<file path="src/rtl/arm_control_unit.sv">
// arm_control_unit: instruction decode, NZCV flag register, condition check and IDLE/RUN/HALT sequencing.
// Latency: the Control word is combinational from InstrControl (0 cycles). flags, state and the counters update at the next edge.
// Backpressure: none. In IDLE and HALT the unit gates the PC and all write enables, and start resumes execution.
//
// Ports: clk/rst (sync, active-high), start (resume pulse), InstrControl = Instr[31:12],
//        ALUFlags = {N,Z,C,V} of the current cycle, Control = 13-bit datapath control word,
//        pc_en, flags (registered NZCV), state (00 IDLE, 01 RUN, 10 HALT), issued_count.
// Optional: define CTRL_SKIP_CNT_EN to add skipped_count (counted instructions that failed their condition).
module arm_control_unit #(
  parameter int CNT_W          = 16,
  parameter bit START_ON_RESET = 1'b0
) (
  input  logic             clk,
  input  logic             rst,
  input  logic             start,
  input  logic [19:0]      InstrControl,
  input  logic [3:0]       ALUFlags,
  output logic [12:0]      Control,
  output logic             pc_en,
  output logic [3:0]       flags,
  output logic [1:0]       state,
  output logic [CNT_W-1:0] issued_count
`ifdef CTRL_SKIP_CNT_EN
  ,
  output logic [CNT_W-1:0] skipped_count
`endif
);

  typedef enum logic [1:0] {
    S_IDLE = 2'b00,
    S_RUN  = 2'b01,
    S_HALT = 2'b10
  } state_t;

  localparam logic [CNT_W-1:0] CNT_MAX = '1;

  state_t st;

  logic [3:0] cond;
  logic [1:0] op;
  logic [5:0] funct;
  logic [3:0] rd;
  logic [3:0] cmd;

  assign cond  = InstrControl[19:16];
  assign op    = InstrControl[15:14];
  assign funct = InstrControl[13:8];
  assign rd    = InstrControl[3:0];
  assign cmd   = funct[4:1];

  // Rn is only consumed by the register file, not by this control unit.
  logic unused_rn;
  assign unused_rn = ^InstrControl[7:4];

  // Raw decode, before condition and FSM gating.
  logic       pcsrc_d, memtoreg_d, memwrite_d, alusrc_d, regwrite_d;
  logic [3:0] alu_d;
  logic [1:0] immsrc_d, regsrc_d;
  logic       setflags_d;   // instruction updates flags
  logic       upd_all_d;    // 1: load NZCV, 0: load N and Z only
  logic       illegal_d;
  logic       dp_ok, is_cmp;

  always_comb begin
    pcsrc_d    = 1'b0;
    memtoreg_d = 1'b0;
    memwrite_d = 1'b0;
    alusrc_d   = 1'b0;
    regwrite_d = 1'b0;
    alu_d      = 4'b0000;
    immsrc_d   = 2'b00;
    regsrc_d   = 2'b00;
    setflags_d = 1'b0;
    upd_all_d  = 1'b0;
    illegal_d  = 1'b0;
    dp_ok      = 1'b1;
    is_cmp     = 1'b0;
    case (op)
      2'b00: begin
        case (cmd)
          4'b0100: begin alu_d = 4'b0000; upd_all_d = 1'b1; end // ADD
          4'b0010: begin alu_d = 4'b0001; upd_all_d = 1'b1; end // SUB
          4'b0000: alu_d = 4'b0010;                              // AND
          4'b1100: alu_d = 4'b0011;                              // ORR
          4'b0001: alu_d = 4'b0100;                              // EOR
          4'b1101: alu_d = 4'b0101;                              // MOV
          4'b1010: begin alu_d = 4'b0001; upd_all_d = 1'b1; is_cmp = 1'b1; end
          default: dp_ok = 1'b0;
        endcase
        // Unsupported commands fall through as a NOP with every field zero.
        if (dp_ok) begin
          alusrc_d   = funct[5];
          regwrite_d = ~is_cmp;
          setflags_d = funct[0] | is_cmp;
        end else begin
          alu_d     = 4'b0000;
          upd_all_d = 1'b0;
        end
      end
      2'b01: begin
        alusrc_d = 1'b1;
        immsrc_d = 2'b01;
        alu_d    = funct[3] ? 4'b0000 : 4'b0001;
        if (funct[0]) begin
          memtoreg_d = 1'b1;
          regwrite_d = 1'b1;
        end else begin
          memwrite_d = 1'b1;
          regsrc_d   = 2'b10;
        end
      end
      2'b10: begin
        immsrc_d = 2'b10;
        alusrc_d = 1'b1;
        regsrc_d = 2'b01;
        pcsrc_d  = 1'b1;
      end
      default: illegal_d = 1'b1;
    endcase
  end

  // ARM condition check against the registered flags.
  logic cond_ex;
  always_comb begin
    case (cond)
      4'b0000: cond_ex = flags[2];
      4'b0001: cond_ex = ~flags[2];
      4'b0010: cond_ex = flags[1];
      4'b0011: cond_ex = ~flags[1];
      4'b0100: cond_ex = flags[3];
      4'b0101: cond_ex = ~flags[3];
      4'b0110: cond_ex = flags[0];
      4'b0111: cond_ex = ~flags[0];
      4'b1000: cond_ex = flags[1] & ~flags[2];
      4'b1001: cond_ex = ~flags[1] | flags[2];
      4'b1010: cond_ex = (flags[3] == flags[0]);
      4'b1011: cond_ex = (flags[3] != flags[0]);
      4'b1100: cond_ex = ~flags[2] & (flags[3] == flags[0]);
      4'b1101: cond_ex = flags[2] | (flags[3] != flags[0]);
      4'b1110: cond_ex = 1'b1;
      default: cond_ex = 1'b0;
    endcase
  end

  // A halting instruction is neither executed nor counted.
  logic halt_now, counted, exec;
  assign halt_now = (st == S_RUN) && ((cond == 4'b1111) || illegal_d);
  assign counted  = (st == S_RUN) && !halt_now;
  assign exec     = counted && cond_ex;

  // A register write to R15 is a jump.
  assign Control = {(pcsrc_d | (regwrite_d && (rd == 4'hF))) & exec,
                    memtoreg_d,
                    memwrite_d & exec,
                    alu_d,
                    alusrc_d,
                    immsrc_d,
                    regwrite_d & exec,
                    regsrc_d};

  assign pc_en = (st == S_RUN);
  assign state = st;

  always_ff @(posedge clk) begin
    if (rst) begin
      st           <= START_ON_RESET ? S_RUN : S_IDLE;
      flags        <= 4'b0000;
      issued_count <= '0;
    end else begin
      case (st)
        S_IDLE:  if (start) st <= S_RUN;
        S_RUN:   if (halt_now) st <= S_HALT;
        S_HALT:  if (start) st <= S_RUN;
        default: st <= S_IDLE;
      endcase
      if (exec && setflags_d) begin
        if (upd_all_d) flags <= ALUFlags;
        else           flags[3:2] <= ALUFlags[3:2];
      end
      if (counted && (issued_count != CNT_MAX))
        issued_count <= issued_count + 1'b1;
    end
  end

`ifdef CTRL_SKIP_CNT_EN
  always_ff @(posedge clk) begin
    if (rst)
      skipped_count <= '0;
    else if (counted && !cond_ex && (skipped_count != CNT_MAX))
      skipped_count <= skipped_count + 1'b1;
  end
`endif

endmodule

</file>
<file path="config.mk">
export PLATFORM = sky130hd
export DESIGN_NAME = arm_control_unit
export DESIGN_NICKNAME = d
export VERILOG_FILES = /design/src/rtl/arm_control_unit.sv
export SDC_FILE = /design/constraint.sdc
export NUM_CORES = 1
export LEC_CHECK = 0
export ABC_AREA = 0
export CAP_MARGIN = 0
export CORE_ASPECT_RATIO = 0.7
export CORE_MARGIN = 5
export CORE_UTILIZATION = 30
export CTS_BUF_LIST = sky130_fd_sc_hd__clkbuf_8
export CTS_CLUSTER_DIAMETER = 40
export DETAILED_ROUTE_END_ITERATION = 7
export GPL_ROUTABILITY_DRIVEN = 0
export PLACE_DENSITY = 0.61
export SYNTH_ARGS = -nofsm -noshare
export SYNTH_HDL_FRONTEND = slang
export SYNTH_SLANG_ARGS = --single-unit
</file>
<file path="constraint.sdc">
create_clock -name clk -period 4 [get_ports clk]
set_clock_uncertainty 0.2 [all_clocks]
set_input_delay 1.2 -clock clk [delete_from_list [all_inputs] [get_ports clk]]
set_output_delay 1.2 -clock clk [all_outputs]
set_load 0.02 [all_outputs]
</file>
### Word-level counts from Yosys, hierarchy flattened

Cells that the tools add are included.
W data, S select, Z words.

* register bits: 22
* bits of input ports: 27
* output and inout bits: 36

* add/subtract/negate cells: 1
* equal/unequal tests: 31
* mux-type cells: 30
* bitwise operators: 14
* reduce and logical (&&, ||, !) cells: 20

Operator list (count)
* $eq A4 B4 Y1 const B: 12
* $eq A4 B3 Y1 const B: 5
* $mux W1: 18
* $add A16 B1 Y16 const B: 1
* $ne A16 B16 Y1 const B: 1
* $pmux W1 S15: 1
* $pmux W3 S5: 1
* $eq A4 B2 Y1 const B: 3
* $pmux W2 S2: 3
* $eq A4 B1 Y1 const B: 2
* $logic_not A4 Y1: 2
* $pmux W4 S2: 1
* $reduce_or A7 Y1: 1
* $logic_and A1 B1 Y1: 6
* $mux W2: 3
* $reduce_or A2 Y1: 3
* $reduce_or A3 Y1: 2
* $and A1 B1 Y1: 5
* $not A1 Y1: 5
* $eq A2 B1 Y1 const B: 2
* $eq A2 B2 Y1 const B: 2
* $logic_not A2 Y1: 2
* $mux W4: 1
* $ne A2 B1 Y1 const B: 2
* other kinds (7): 12

### Longest topological paths before layout

Gate-level depths: netlist of run 1.

* word-level depth: 10
* depth in mapped cells: 8
* depth with buffers taken out: 7

### Worst setup path after synthesis of run 1

OpenSTA, ideal clock, no wires.

* path kind: input port to output port
* start: input InstrControl[14]
* end: output Control[12]
* data arrival time: 2743 ps
* required time: 2600 ps
* setup slack: -143 ps
* stages: 6
* path buffers: 0
* cells stage by stage: ha_1 or3b_4 a41oi_4 o311ai_1 and3b_4 nor2_1

* cells in the longest elaborated chain, start to end: 9

Ends and longest elaborated chain
* from (decl): RTL line 16 `input logic [19:0] InstrControl,`
* $eq A2 B1 Y1, or another cell as far along: RTL line 78 `case (op)`
* $reduce_or A3 Y1 (no source line)
* $mux W1: RTL line 78
* $logic_or A1 B1 Y1: RTL line 147 `assign halt_now = (st == S_RUN) && ((cond == 4'b1111) || illegal_d);`
* $logic_and A1 B1 Y1: RTL line 147
* $logic_not A1 Y1: RTL line 148 `assign counted = (st == S_RUN) && !halt_now;`
* $logic_and A1 B1 Y1: RTL line 148
* $logic_and A1 B1 Y1: RTL line 149 `assign exec = counted && cond_ex;`
* $and A1 B1 Y1 *: RTL line 152 `assign Control = {(pcsrc_d | (regwrite_d && (rd == 4'hF))) & exec,`
* to (decl): RTL line 18 `output logic [12:0] Control,`

Every way passes the cells marked *; elsewhere a longest branch is shown, timed or not.

### Worst setup path in the final report of run 1

* start: input InstrControl[15]
* end: output Control[10]

* cells in the longest elaborated chain, start to end: 9

Ends and longest elaborated chain
* $eq A2 B1 Y1, or another cell as far along: RTL line 78
* $reduce_or A3 Y1 (no source line)
* $mux W1: RTL line 78
* $logic_or A1 B1 Y1: RTL line 147
* $logic_and A1 B1 Y1: RTL line 147
* $logic_not A1 Y1: RTL line 148
* $logic_and A1 B1 Y1: RTL line 148
* $logic_and A1 B1 Y1: RTL line 149
* $and A1 B1 Y1 *: RTL line 154 `memwrite_d & exec,`

Marks and branches as above.

==> out/summary.txt, run 1 <==
STATUS
------------------------------------------------------------------------------------
Run status                                                              finished, violations left
Failing checks                                                          setup timing

ROUTING
------------------------------------------------------------------------------------
Post-detailed-route via-to-cell ratio                                           4.72
First-pass detailed-route iteration total                                          4
# DRC                                                                              0
Routed vias                                                                    1,809
Iteration-0 DRC Markers                                                           66
Antenna viol nets, final                                                           0
Mean routed wirelength per cell                                         13.4 microns
Total detailed-routing wirelength                                            5.14 mm

STA
------------------------------------------------------------------------------------
Highest achievable clock rate                                                237 MHz
Number of failing setup endpoints in the final timing report                       3
Worst hold margin                                                             353 ps
Minimum clock period                                                         4220 ps
Worst path setup slack after routing                                         -222 ps
Final Max Tran Viols                                                               0
Count of final hold-check violations                                               0
Setup repair after global routing missed its margin                              yes
Final critical-path share of the clock period                                   106%

POWER AND IR DROP
------------------------------------------------------------------------------------
Total leakage power                                                          1.15 nW
Max rail drop VDD                                                           0.104 mV
Power Dens Cells                                                         191 nW/um^2
Power, Total                                                                0.546 mW

GRT
------------------------------------------------------------------------------------
Global-route wire length before repair                                       8.32 mm
Number of global-route vias before repair                                      1,743
Antenna violations before repair                                                   0
Maximum number of pins on one net before global-route repair                      26
Total global-route track usage                                                 14.1%
Overflow left after global routing                                                 0

YOSYS
------------------------------------------------------------------------------------
Yosys warnings                                                                     0
Post-synth top flop                                                          dfxtp_1
Synthesized instance count                                                       202
Per-instance average area after synthesis                                 8.06 sq um
Nets in the synthesized netlist                                                  234
Most frequent cell after synthesis                                            nor2_1
Fraction of synthesized cell area taken by the top area cell type              27.0%
Synthesized area                                                          1630 sq um
Share of flip-flops with an asynchronous set or reset after synthesis             0%
Sequential-to-total area share from yosys stat                                 27.0%
Commonest cells in the synthesized netlist                              nor2_1, dfxtp_1, inv_1, nand2_1, nor2b_1
Largest cells by area after synthesis                                   dfxtp_1, nor2_1, xnor2_1
Count of cell types in the netlist                                                59
EDFF count, synth                                                                  0
Yosys reg bits                                                                    22
Library cell with the largest summed area after synthesis                    dfxtp_1

CLOCKING
------------------------------------------------------------------------------------
Longest Clk Path Bufs                                                              2
Worst-path clk slew                                                            80 ps
Clock tree from TritonCTS                                                       done
Number of hold-repair buffers added at the cts stage                               0
Master cell of the clock root buffer                                        clkbuf_8
Clock sink count                                                                  22
CTS buffer count                                                                   3
Level count of the clock H-tree                                                    1
Worst-Skew Late Latency                                                       260 ps

PLACEMENT
------------------------------------------------------------------------------------
Final HPWL DP                                                                3.78 mm
Buffers added on ports                                                            57

DIE
------------------------------------------------------------------------------------
Top Ports                                                                         63
Initial standard-cell utilization of the core                                  31.0%
Die area                                                                  7030 sq um
DIE WIDTH                                                               98.1 microns
Core Footprint                                                            5260 sq um
Vertical die dimension                                                  71.7 microns
Standard-cell rows                                                                22

CRITICAL PATH
------------------------------------------------------------------------------------
Startpoint of the worst-slack reg-to-reg timing path                        state[0]
Arrival @ worst endpoint                                                     2820 ps
CP startpoint kind                                                        input port
Classification of the worst setup path                                  input port to primary output
Slack of the worst reg-to-reg path                                            980 ps
Peak fanout along the critical path                                                4
Setup crit end kind                                                     primary output
Number of cells traversed by the worst register-to-register path                  15
Worst flop-to-flop path endpoint                                            flags[1]
WP data required                                                             2600 ps
CP Launch Point                                                         InstrControl[15]

MIN PATH
------------------------------------------------------------------------------------
Count of cells along the worst hold path                                           2
Endpoint with the worst hold slack                                      issued_count[6]
Worst hold path type                                                    flip-flop to flip-flop
Startpoint of the tightest hold check path                              issued_count[6]

FINISH
------------------------------------------------------------------------------------
Syn-to-layout area delta                                                       75.3%
Number of nets in the finished design                                            345
Share of final-layout standard cells stronger than drive strength 1            34.4%
Layout Utilization                                                             54.3%
ANT cells                                                                          0

FLOW RUN
------------------------------------------------------------------------------------
Max-cap check violation count                                                      0

## state kept, by name (all words and copies together), names as in the netlist
register,count
issued_count,16
state,2
flags,4
## power breakdown
group	total [mW]	leakage (nW)	switching [mW]	internal, mW
sequential	0.229	0.178	0.00579	0.223
combinational	0.185	0.947	0.0838	0.101
clock	0.132	0.0216	0.0654	0.0671
total	0.546	1.15	0.155	0.391
## layout make-up
| class | count | area (sq um) |
|---|---|---|
| Sequential cell | 22 | 440 |
| Tap cell | 72 | 90.1 |
| Inverter | 12 | 45.0 |
| Multi-Input combinational cell | 156 | 1210 |
| Clock buffer | 3 | 41.3 |
| Timing Repair Buffer | 118 | 1030 |
| Fill cell | 483 | 2400 |
## worst max path at each step
stage          cells after the start           to  slack [ps]
6_report                           8  Control[10]        -220
5_1_grt                           10  Control[10]        -280
4_1_cts                            8  Control[10]        -200
3_5_place_dp                       7  Control[10]       -1100
3_3_place_gp                       7  Control[10]       -1110
2_1_floorplan                      6  Control[10]         -60
## what timing repair did
| item | CTS | global route |
|---|---|---|
| setup buffers | 18 | 2 |
| gates resized for setup | 76 | 18 |
| pin swaps | 13 | 10 |
| setup endpoints to repair | 12 | 10 |
| endpoints found under the hold margin | 0 | 0 |
## cell usage in the layout (no fill, tap or decap), drive strengths merged, types with 2 or more instances in the layout
cell	netlist	routed
nand2b	4	4
nand4	5	5
inv	12	12
clkdlybuf4s50	0	41
nand2	12	12
a41oi	3	3
nor2b	10	10
a21oi	6	6
dlygate4sd2	0	2
o21ai	5	5
nor4	3	3
a32oi	2	2
o41ai	3	3
o211ai	2	2
and3b	3	3
buf	9	71
xnor2	9	9
clkbuf	3	5
dfxtp	22	22
a211oi	4	4
nor3	6	6
or4b	2	2
nor3b	2	2
nor2	31	31
dlymetal6s2s	0	2
ha	5	5
or3b	3	3
nand3	5	5
o31a	2	2
xor2	4	4
mux2i	4	4
## critical path, stage by stage
cell      delay [ps]
buf_8            100
ha_4             150
or3b_4           400
a41oi_4          260
o311ai_4         150
and3b_4          230
and2b_2          220
buf_6            110
## through the flow
step / setup WS [ps] / std cells / instance area (sq um) / setup TNS, ps
2_1_floorplan: -64.0 / 202 / 1660 / -105
3_3_place_gp: -1110 / 363 / 2580 / -6890
3_5_place_dp: -1100 / 363 / 2580 / -6760
4_1_cts: -198 / 384 / 2820 / -573
5_1_grt: -276 / 383 / 2860 / -659
6_report: -222 / 383 / 2860 / -469
## cell families (layout without fill, tap and decap cells)
group | count (synthesis) | count (layout) | share of synthesized area, %
and+or+nand+nor | 97 | 97 | 34.3
AOI/OAI and AO/OA | 36 | 36 | 18.2
buffers and inverters | 24 | 133 | 6.91
DFF | 22 | 22 | 27.0
xor gates and xnor gates | 13 | 13 | 6.99
adders and majority gates | 5 | 5 | 3.84
muxes | 4 | 4 | 2.46
other | 1 | 1 | 0.230
## routing by layer
metal	global-route usage, %	vias to the layer above	part of all wire [%]
met2	22.1	45	43
met1	19.6	820	50
met4	1.84	0	0.49
met3	4.38	4	6.3
li1	-	940	-
met5	0	-	0
(Power assumes the default switching activity.)
==> run 2, diff against run 1 <==
- GPL_ROUTABILITY_DRIVEN: 0 -> 1
==> results of run 2 <==
Final layout, timing and power as in run 1 (identical DEF).
